### config.mk
export PLATFORM = sky130hd
export DESIGN_NAME = dphy_lane_tx_ctrl
export DESIGN_NICKNAME = d
export VERILOG_FILES = /design/src/rtl/dphy_lane_tx_ctrl.sv
export SDC_FILE = /design/constraint.sdc
export NUM_CORES = 1
export LEC_CHECK = 0
export CAP_MARGIN = 0
export CORE_ASPECT_RATIO = 0.5
export CORE_MARGIN = 1.5
export CORE_UTILIZATION = 52
export CTS_CLUSTER_DIAMETER = 40
export DETAILED_ROUTE_END_ITERATION = 8
export GPL_ROUTABILITY_DRIVEN = 0
export PLACE_DENSITY_LB_ADDON = 0.12
export SLEW_MARGIN = 10
export SYNTH_ARGS = -nofsm -noshare
export SYNTH_HDL_FRONTEND = slang
export SYNTH_SLANG_ARGS = --single-unit
### constraint.sdc
create_clock -name clk_i -period 4.2 [get_ports clk_i]
set_input_delay 0.84 -clock clk_i [delete_from_list [all_inputs] [get_ports clk_i]]
set_output_delay 0.84 -clock clk_i [all_outputs]
set_load 0.1 [all_outputs]
### src/rtl/dphy_lane_tx_ctrl.sv
// Per-lane MIPI D-PHY data-lane TX sequencer: LP-11 -> LP-01 -> LP-00 -> HS burst -> trail -> LP-11.
// Optional packet counter output pkt_cnt_o is enabled by defining DPHY_PKT_CNT_EN.
`timescale 1ns/1ps
module dphy_lane_tx_ctrl #(
  parameter int T_LPX        = 2,
  parameter int T_HS_PREPARE = 3,
  parameter int T_HS_ZERO    = 4,
  parameter int T_HS_TRAIL   = 3,
  parameter int T_HS_EXIT    = 2
) (
  input  logic        clk_i,
  input  logic        rst_i,
  input  logic        tx_req_i,
  input  logic [7:0]  tx_data_i,
  input  logic        tx_vld_i,
  input  logic        tx_last_i,
  output logic        tx_rdy_o,
  output logic        busy_o,
  output logic        lp_p_o,
  output logic        lp_n_o,
  output logic        hs_en_o,
  output logic [7:0]  hs_data_o,
  output logic        hs_vld_o,
  output logic        underrun_o,
  input  logic        err_clr_i
`ifdef DPHY_PKT_CNT_EN
  , output logic [15:0] pkt_cnt_o
`endif
);

  typedef enum logic [3:0] {
    IDLE, LP_RQST, LP_BRIDGE, HS_ZERO, HS_SYNC, HS_DATA, HS_LAST, HS_TRAIL, HS_EXIT
  } state_t;

  // Durations below 1 are clamped to 1; the counter holds (duration - 1).
  function automatic logic [7:0] load_val(input int t);
    return (t <= 1) ? 8'd0 : 8'(t - 1);
  endfunction

  localparam logic [7:0] LPX_LD   = load_val(T_LPX);
  localparam logic [7:0] PREP_LD  = load_val(T_HS_PREPARE);
  localparam logic [7:0] ZERO_LD  = load_val(T_HS_ZERO);
  localparam logic [7:0] TRAIL_LD = load_val(T_HS_TRAIL);
  localparam logic [7:0] EXIT_LD  = load_val(T_HS_EXIT);

  state_t     state;
  logic [7:0] cnt;
  logic       underrun_evt;
  logic [7:0] trail_fill;

  assign underrun_evt = tx_rdy_o & ~tx_vld_i;
  // Fill is the inverse of the last serialized bit (MSB of the byte currently on the lane).
  assign trail_fill   = {8{~hs_data_o[7]}};
  assign hs_vld_o     = hs_en_o;

  // NOTE: every output written here gets a default first, so no latch can be inferred.
  always_comb begin
    busy_o   = 1'b1;
    lp_p_o   = 1'b0;
    lp_n_o   = 1'b0;
    hs_en_o  = 1'b0;
    tx_rdy_o = 1'b0;
    case (state)
      IDLE:    begin busy_o = 1'b0; lp_p_o = 1'b1; lp_n_o = 1'b1; end
      LP_RQST: lp_n_o = 1'b1;
      HS_ZERO, HS_LAST, HS_TRAIL: hs_en_o = 1'b1;
      HS_SYNC, HS_DATA: begin hs_en_o = 1'b1; tx_rdy_o = 1'b1; end
      HS_EXIT: begin lp_p_o = 1'b1; lp_n_o = 1'b1; end
      default: ;
    endcase
  end

`ifdef DPHY_PKT_CNT_EN
  logic burst_ok;

  always_ff @(posedge clk_i or posedge rst_i) begin
    if (rst_i) begin
      burst_ok  <= 1'b0;
      pkt_cnt_o <= 16'h0000;
    end else begin
      if (state == IDLE && tx_req_i)
        burst_ok <= 1'b0;
      else if (state == HS_LAST)
        burst_ok <= 1'b1;
      if (state == HS_TRAIL && cnt == 8'd0 && burst_ok)
        pkt_cnt_o <= pkt_cnt_o + 16'd1;
    end
  end
`endif

  // NOTE: sequential state uses non-blocking assignments so every register samples pre-edge values.
  always_ff @(posedge clk_i or posedge rst_i) begin
    if (rst_i) begin
      state      <= IDLE;
      cnt        <= 8'd0;
      hs_data_o  <= 8'h00;
      underrun_o <= 1'b0;
    end else begin
      if (underrun_evt)
        underrun_o <= 1'b1;
      else if (err_clr_i)
        underrun_o <= 1'b0;

      case (state)
        IDLE: if (tx_req_i) begin
          state <= LP_RQST;
          cnt   <= LPX_LD;
        end
        LP_RQST: if (cnt == 8'd0) begin
          state <= LP_BRIDGE;
          cnt   <= PREP_LD;
        end else cnt <= cnt - 8'd1;
        LP_BRIDGE: if (cnt == 8'd0) begin
          state     <= HS_ZERO;
          cnt       <= ZERO_LD;
          hs_data_o <= 8'h00;
        end else cnt <= cnt - 8'd1;
        HS_ZERO: if (cnt == 8'd0) begin
          state     <= HS_SYNC;
          hs_data_o <= 8'hB8;
        end else cnt <= cnt - 8'd1;
        HS_SYNC, HS_DATA: if (tx_vld_i) begin
          hs_data_o <= tx_data_i;
          state     <= tx_last_i ? HS_LAST : HS_DATA;
        end else begin
          state     <= HS_TRAIL;
          cnt       <= TRAIL_LD;
          hs_data_o <= trail_fill;
        end
        HS_LAST: begin
          state     <= HS_TRAIL;
          cnt       <= TRAIL_LD;
          hs_data_o <= trail_fill;
        end
        HS_TRAIL: if (cnt == 8'd0) begin
          state     <= HS_EXIT;
          cnt       <= EXIT_LD;
          hs_data_o <= 8'h00;
        end else cnt <= cnt - 8'd1;
        HS_EXIT: if (cnt == 8'd0) state <= IDLE;
        else cnt <= cnt - 8'd1;
        default: state <= IDLE;
      endcase
    end
  end

endmodule
Word level (Yosys, flattened, before mapping)
Index checks and enable logic that the tools add are counted.
{"block": "word_totals", "ff_bits": 21, "word_cells": 66, "inputBits": 14}
{"block": "classes", "n_eq_ne": 17, "n_bitwise": 3, "reduce_logical": 14, "addsub": 1, "muxes": 27}
{"cell": "$mux 8", "n": 9}
{"cell": "$pmux 8 s7", "n": 1}
{"cell": "$pmux 4 s8", "n": 1}
{"cell": "$pmux 8 s4", "n": 1}
{"cell": "$mux 4", "n": 6}
{"cell": "$eq 4x3->1 const B", "n": 4}
{"cell": "$ne 2x2->1 const B", "n": 8}
{"cell": "$eq 4x2->1 const B", "n": 2}
{"cell": "$logic_not 8->1", "n": 1}
{"cell": "$reduce_or 2->1", "n": 4}
{"cell": "$sub 8x1->8 const B", "n": 1}
{"cell": "$mux 1", "n": 7}
{"cell": "$reduce_bool 7->1", "n": 1}
{"cell": "$reduce_and 6->1", "n": 1}
{"cell": "$reduce_or 5->1", "n": 1}
{"cell": "$eq 4x1->1 const B", "n": 1}
{"cell": "$eq 4x4->1 const B", "n": 1}
{"cell": "$logic_not 4->1", "n": 1}
{"cell": "$mux 2", "n": 2}
{"cell": "$reduce_and 4->1", "n": 1}
{"cell": "$reduce_bool 4->1", "n": 1}
{"cell": "$reduce_and 3->1", "n": 1}
{"cell": "$reduce_or 3->1", "n": 1}
{"cell": "$ne 2x1->1 const B", "n": 1}
{"cell": "other kinds (3)", "n": 4}

Depth between registers and ports, before layout
Gate-level depths: netlist of the first run.
{"block": "depth", "word_depth": 5, "mapped_depth": 8}

Worst setup path after synthesis of the first run
No wires, ideal clock.
{"block": "synth_path", "path_type": "flip-flop to flip-flop", "from": "register state[3]", "to": "register hs_data_o[7]", "setup_time_ps": 69, "path_slack_ps": 512, "required_time_ps": 4131, "path_stages_with_launch": 8, "arrival_ps": 3618, "cell_sequence": "dfrtp_1 -> buf_2 -> nor3b_1 -> and2_1 -> clkbuf_1 -> nand2_1 -> nand2_1 -> mux2_2"}
{"block": "synth_between", "elab_chain_len": 4, "word_cells_on_any_way": 13, "cone_classes": "8 x eq/ne; 1 x mux; 4 x reduce/logical"}
{"element": "from (decl)", "line_no": "46", "rtl": "state_t state;"}
{"element": "from (signal assigned)", "line_no": "124", "rtl": "state <= tx_last_i ? HS_LAST : HS_DATA;"}
{"element": "$eq 4x3->1 / $eq 4x2->1 (equally long branches)", "line_no": "104", "rtl": "case (state)"}
{"element": "$reduce_or 2->1 (on tied branches)"}
{"element": "$ne 2x1->1 (no line) / $reduce_bool 4->1 (equally long branches)"}
{"element": "$reduce_and 3->1 (no line)"}
{"element": "to (signal assigned)", "line_no": "123", "rtl": "hs_data_o <= tx_data_i;"}
{"element": "to (signal assigned)", "line_no": "128", "rtl": "hs_data_o <= trail_fill;"}
{"element": "to (signal assigned)", "line_no": "133", "rtl": "hs_data_o <= trail_fill;"}
{"element": "to (decl)", "line_no": "22", "rtl": "output logic [7:0] hs_data_o,"}
Parallel ways exist; a longest one is shown, timed or not.
A chain may end at the register's enable or synchronous reset.

Worst setup path in the final report of the first run
{"block": "layout_path", "from": "register state[1]", "to": "output busy_o"}
{"block": "layout_between", "elab_chain_len": 2}
{"element": "$logic_not 4->1", "line_no": "63", "rtl": "case (state)"}
{"element": "$mux 1", "line_no": "63"}
{"element": "to (decl)", "line_no": "18", "rtl": "output logic busy_o,"}
No other way between the ends.

==> impl_results.md, run 1 <==
* Vias in the first global route at 1103
* DR vias/cell at ~5.9
* Global route overflow at 0
* H-tree Lvls at 1
* Crit path kind: reg -> out
* Data required, critical path at 3360 ps
* #FFs+latches synth at 21
* Slowest CP cell: clkdlybuf4s50_1
* Initial DRC Count at 58
* Post-cts hold buffer count at 0
* R2R cell count at 5
* Slew Viols, Final at 0
* CP Capture Type: primary output
* CP cell instances: or2_1 -> or3_1 -> clkdlybuf4s50_1
* Pre-Repair DR Iteration Count at 4
* Mean Syn Cell Area at 9.216 um^2
* Worst reg-to-reg setup slack at 1990 ps
* Worst hold path startpoint: hs_data_o[3]
* Layout area overhead at 21.30%
* Vias at 1249
* Post-synth EDFFs at 0
* Final Cell Area at 1710 um^2
* Unrepaired setup endpoints after global routing: false
* Hold WS at 514.7 ps
* DP HPWL at about 2.4 mm
* Setup TNS at 0 ps
* RR Endpoint: cnt[1]
* DR WL/cell at 15.20 um
* FP Rows at 13
* Max-Cap Viols at 0
* Worst setup margin at 819.1 ps
* Asr flop ratio synth at 1.000
* Path category of the worst min-delay check: reg -> reg
* Worst endpoint data arrival time at 2540 ps
* Core area at between 2000 and 3000 um^2
* Max FO, Critical Path at 19
* Max Fclk at a little under 0.3 GHz
* Post-route DRC at 0
* Synthesized area at about 1400 um^2
* IO buf count at 28
* TritonCTS clock tree: built
* Antenna violations before repair at 0
* Final Hold Viols at 0
* Total GRT Usage at 0.2383
* # fillers at 232
* First-pass GRT wire length at 5.388 mm
* Slew at the pin closest to its max-slew limit at 983.2 ps
* Clock Sinks at 21
* Die ar. at just over 3000 um^2
* Chip Width at 76.65 um
* Starting Density at 0.5452
* CP peak stage delay at 970 ps
* Status: finished clean
* Worst slack at placement at 1121 ps
* Worst Skew at 2.262 ps
* Clk_lat worst skew at 260 ps
* Setup bufs post-CTS at 0
* Largest net degree at the start of global routing at 23
* Placement Cell Area at approximately 1700 um^2
* Share of cells above drive strength 1 at 0.1429
* Clk buf depth at 2
* Inserted Diodes at 0
* CP Launch Type: flip-flop
* CP delay by family, top: buffers and inverters
* Top-area cell type share of the netlist area at 0.3727
* Prevailing post-synth register cell: dfrtp_1
* Synth top area cells: dfrtp_1 37%, nand2_1 4.5%, o21ai_0 3.2%
* Clock period minus worst slack at approximately 3400 ps
* Sink of the worst hold path: hs_data_o[3]
* Period Utilization, post-route at 0.8050
* Yosys top cell by area: dfrtp_1
* Die H at 39.82 um
* Worst R2R Start: state[1]
* Critical Path Stages at 3
* Worst hold stages at 1
* Buffers plus inverters on the worst setup path at 1
* Layout net count at 192
* IO Pins at 29
* Clk slew on worst S/H paths at 80 ps
* Rel. slew slack at 0.3425
* YS warnings at 0
* Post-route antenna net violation count at 0
* CTS buffer count at 3
* Post-CTS Resized at 0
* Final setup violation count at 0
* Post-synth cell types at 54
* Synthesized Nets at 169
* Post-Syn Instances at between 150 and 200
* Seq/Total Area, Yosys at 0.3727
* Root buf cell: clkbuf_8
* Routed WL at approximately 3.2 mm
through the flow:
step | util | cells
6_report | 0.6613 | 212
5_1_grt | 0.6613 | 212
4_1_cts | 0.6613 | 212
3_5_place_dp | 0.6434 | 208
3_3_place_gp | 0.6434 | 208
2_1_floorplan | - | 153
area by class of cell:
class	count	area [um^2]	share of cell area
clock inverter	1	5.005	0.002926
clock buffer	3	41.29	0.02414
multi-input combinational	115	798.3	0.4667
timing repair buffer	28	267.8	0.1565
sequential	21	525.5	0.3072
inverter	7	26.28	0.01536
tap	37	46.29	0.02707
kinds of logic after synthesis:
group / count (synthesis) / share of synthesized area
fa+ha+maj: 2 / 0.01774
compound gates: 47 / 0.2582
mux: 6 / 0.04702
buf+inv: 17 / 0.06122
flops: 21 / 0.3727
simple gates: 58 / 0.2307
xor+xnor: 2 / 0.01242
how the worst max path moves through the flow:
stage / start / end
floorplan: state[3] / hs_data_o[7]
global placement: state[1] / busy_o
detailed placement: state[1] / busy_o
CTS: state[1] / busy_o
global route: state[1] / busy_o
finish: state[1] / busy_o
cell usage in the layout (no fill, tap or decap), drive strengths merged, types with 2 or more instances in the layout:
cell            n
a211oi          2
a21boi          2
a21oi           3
a221o           4
a31oi           2
and2            3
buf             5
clkbuf          3
clkdlybuf4s50  23
dfrtp          21
ha              2
inv             7
mux2            5
nand2          17
nand2b          4
nand3           6
nor2           11
nor2b           2
nor3            3
o211ai          5
o21a            3
o21ai           9
o221ai          2
o22ai           3
o2bb2ai         2
o311ai          3
o32ai           2
or2             3
or3             3
xnor2           2
registers in the layout, summed over array words and instances (netlist names):
signal,flops
cnt,8
underrun_o,1
hs_data_o,8
state,4
per-layer routing:
layer / vias up / global-route usage / share of wire
li1: 614 / - / -
met1: 597 / 0.3129 / 0.50
met2: 33 / 0.3817 / 0.43
met3: 5 / 0.07674 / 0.059
met4: 0 / 0.06944 / 0.0078
met5: - / 0 / 0
cells in the mapped netlist (2+ instances only):
| cell | instances |
|---|---|
| mux2_2 | 4 |
| o211ai_1 | 5 |
| nor2_1 | 10 |
| o2bb2ai_1 | 2 |
| a21boi_0 | 2 |
| o21a_1 | 3 |
| buf_2 | 2 |
| o21ai_0 | 9 |
| xnor2_1 | 2 |
| a21oi_1 | 3 |
| buf_6 | 2 |
| o22ai_1 | 3 |
| nor3_1 | 2 |
| inv_1 | 7 |
| a211oi_1 | 2 |
| dfrtp_1 | 21 |
| and2_1 | 2 |
| nand2b_1 | 4 |
| o311ai_0 | 2 |
| or3_1 | 3 |
| nand3_1 | 5 |
| a221o_1 | 4 |
| clkbuf_1 | 3 |
| o32ai_1 | 2 |
| a31oi_1 | 2 |
| ha_1 | 2 |
| nor2b_1 | 2 |
| nand2_1 | 17 |
Power of run 1 is left out: the tool's default activity adds up to more than one toggle a clock period on the data nets, which glitch-free logic cannot reach.
==> inputs of run 2 (changes only) <==
--- a/config.mk
+++ b/config.mk
@@ -8,7 +8,7 @@
 export CAP_MARGIN = 0
 export CORE_ASPECT_RATIO = 0.5
 export CORE_MARGIN = 1.5
-export CORE_UTILIZATION = 52
+export CORE_UTILIZATION = 46
 export CTS_CLUSTER_DIAMETER = 40
 export DETAILED_ROUTE_END_ITERATION = 8
 export GPL_ROUTABILITY_DRIVEN = 0
==> constraint.sdc (replaced) <==
create_clock -name clk_i -period 3.09 [get_ports clk_i]
set_input_delay 0.618 -clock clk_i [delete_from_list [all_inputs] [get_ports clk_i]]
set_output_delay 0.618 -clock clk_i [all_outputs]
set_load 0.1 [all_outputs]
==> impl_results.md, run 2 (same netlist as run 1, synthesis figures left out) <==
* Setup bufs post-CTS at 0 (unchanged)
* Initial DRC Count at 58 (unchanged)
* Global route overflow at 0 (unchanged)
* DR vias/cell at 5.779 (was 5.892)
* Worst reg-to-reg setup slack at 910 ps (was 1990 ps)
* IO Pins at 29 (unchanged)
* Period Utilization, post-route at 0.7897
* Biggest regs: cnt x8, hs_data_o x8, state x4 (unchanged)
* Routed WL at 3.099 mm (was 3.222 mm)
* Chip Width at 81.30 um (was 76.65 um)
* Final Hold Viols at 0 (unchanged)
* Crit path kind: reg -> out (unchanged)
* Inserted Diodes at 0 (unchanged)
* Clk buf depth at 2 (unchanged)
* Starting Density at 0.5130 (was 0.5452)
* CP Launch Type: flip-flop (unchanged)
* Rel. slew slack at 0.4700 (was 0.3425)
* Post-route DRC at 0 (unchanged)
* Setup TNS at 0 ps (unchanged)
* Total GRT Usage at 0.2005 (was 0.2383)
* CP Capture Point: busy_o (unchanged)
* Path category of the worst min-delay check: reg -> reg (unchanged)
* Worst Setup SP: state[1] (unchanged)
* DP HPWL at 2.351 mm (was 2.366 mm)
* FP Rows at 13 (unchanged)
* Slowest CP cell: dfrtp_1 (was clkdlybuf4s50_1)
* IO buf count at 28 (unchanged)
* Max Fclk at about 0.41 GHz
* TritonCTS clock tree: built (unchanged)
* Final setup violation count at 0 (unchanged)
* Status: finished clean (unchanged)
* Post-cts hold buffer count at 0 (unchanged)
* Slew Viols, Final at 0 (unchanged)
* Largest net degree at the start of global routing at 23 (unchanged)
* Vias in the first global route at 1134 (was 1103)
* Max-Cap Viols at 0 (unchanged)
* Clk slew on worst S/H paths at 70 ps (was 80 ps)
* Worst R2R Start: cnt[0] (was state[1])
* H-tree Lvls at 1 (unchanged)
* CTS buffer count at 3 (unchanged)
* CP peak stage delay at 600 ps (was 970 ps)
* Post-CTS Resized at 0 (unchanged)
* Die ar. at 3427 um^2 (was 3052 um^2)
* Worst endpoint data arrival time at 1820 ps (was 2540 ps)
* Clock period minus worst slack at between 2000 and 2500 ps
* Worst slack at placement at 631.0 ps (was 1121 ps)
* Slew at the pin closest to its max-slew limit at 794.1 ps (was 983.2 ps)
* Die H at 42.15 um (was 39.82 um)
* Most common cell after layout, fill and taps aside: dfrtp_1 (was clkdlybuf4s50_1)
* # fillers at 261 (was 232)
* Layout net count at 193 (was 192)
* Share of cells above drive strength 1 at 0.2102 (was 0.1429)
* Worst Skew at 3.885 ps (was 2.262 ps)
* Max FO, Critical Path at 19 (unchanged)
* Core area at 2749 um^2 (was 2586 um^2)
* Worst setup margin at 649.9 ps (was 819.1 ps)
* CP Capture Type: primary output (unchanged)
* Layout area overhead at 20.59% (was 21.30%)
* Antenna violations before repair at 0 (unchanged)
* First-pass GRT wire length at 5.326 mm (was 5.388 mm)
* Post-route antenna net violation count at 0 (unchanged)
* RR Endpoint: hs_data_o[5] (was cnt[1])
* Most frequent cells in the layout: 21 x dfrtp_1, 17 x nand2_1, 16 x buf_4 (was 23 x clkdlybuf4s50_1, 21 x dfrtp_1, 17 x nand2_1)
* Data required, critical path at 2470 ps (was 3360 ps)
* Clk_lat worst skew at 260 ps (about the same)
* DR WL/cell at 14.55 um (was 15.20 um)
* Unrepaired setup endpoints after global routing: false (unchanged)
* CP cell instances: or2_1 -> or3_1 -> buf_4 (was or2_1 -> or3_1 -> clkdlybuf4s50_1)
* Root buf cell: clkbuf_8 (unchanged)
* Final Core Density at 0.6186 (was 0.6613)
* Vias at 1231 (was 1249)
* R2R cell count at 7 (was 5)
* Pre-Repair DR Iteration Count at 4 (unchanged)
* Clock Sinks at 21 (unchanged)
==> run 2: area by class of cell <==
type	count	area, um^2	area share
multi-input combinational	115	807.0	0.4746
sequential	21	525.5	0.3091
timing repair buffer	29	250.2	0.1472
tap	37	46.29	0.02723
clock buffer	4	45.04	0.02649
inverter	7	26.28	0.01545
==> run 2: worst max-delay path: cells and delay by family, from the launching register on <==
family,cells,cell delay [ps]
buf+inv,1,240
flops,1,600
simple gates,2,720
==> run 2: routing by layer <==
layer | vias to the layer above | share of wire | global-route usage
met1 | 580 | 0.53 | 0.3060
met5 | - | 0 | 0
met4 | 0 | 0 | 0.01034
met3 | 0 | 0.045 | 0.06304
met2 | 32 | 0.43 | 0.2860
li1 | 619 | - | -
==> run 2: worst min path at each step <==
stage / to / startpoint / slack [ps] / cells after the start
6_report: hs_data_o[4] / hs_data_o[4] / 520 / 1
4_1_cts: hs_data_o[4] / hs_data_o[4] / 520 / 1
2_1_floorplan: cnt[0] / cnt[0] / 470 / 1
5_1_grt: hs_data_o[0] / hs_data_o[0] / 540 / 1
3_3_place_gp: hs_data_o[4] / hs_data_o[4] / 500 / 1
3_5_place_dp: hs_data_o[4] / hs_data_o[4] / 500 / 1
==> run 2: per-stage QoR <==
| step | cell area (um^2) | hold slack [ps] | instances |
|---|---|---|---|
| floorplan | 1419 | 467.3 | 153 |
| detailed placement | 1655 | 502.4 | 209 |
| global placement | 1655 | 501.5 | 209 |
| CTS | 1700 | 524.1 | 213 |
| finish | 1700 | 521.8 | 213 |
| global route | 1700 | 541.6 | 213 |
Power of run 2 is left out for the same reason.
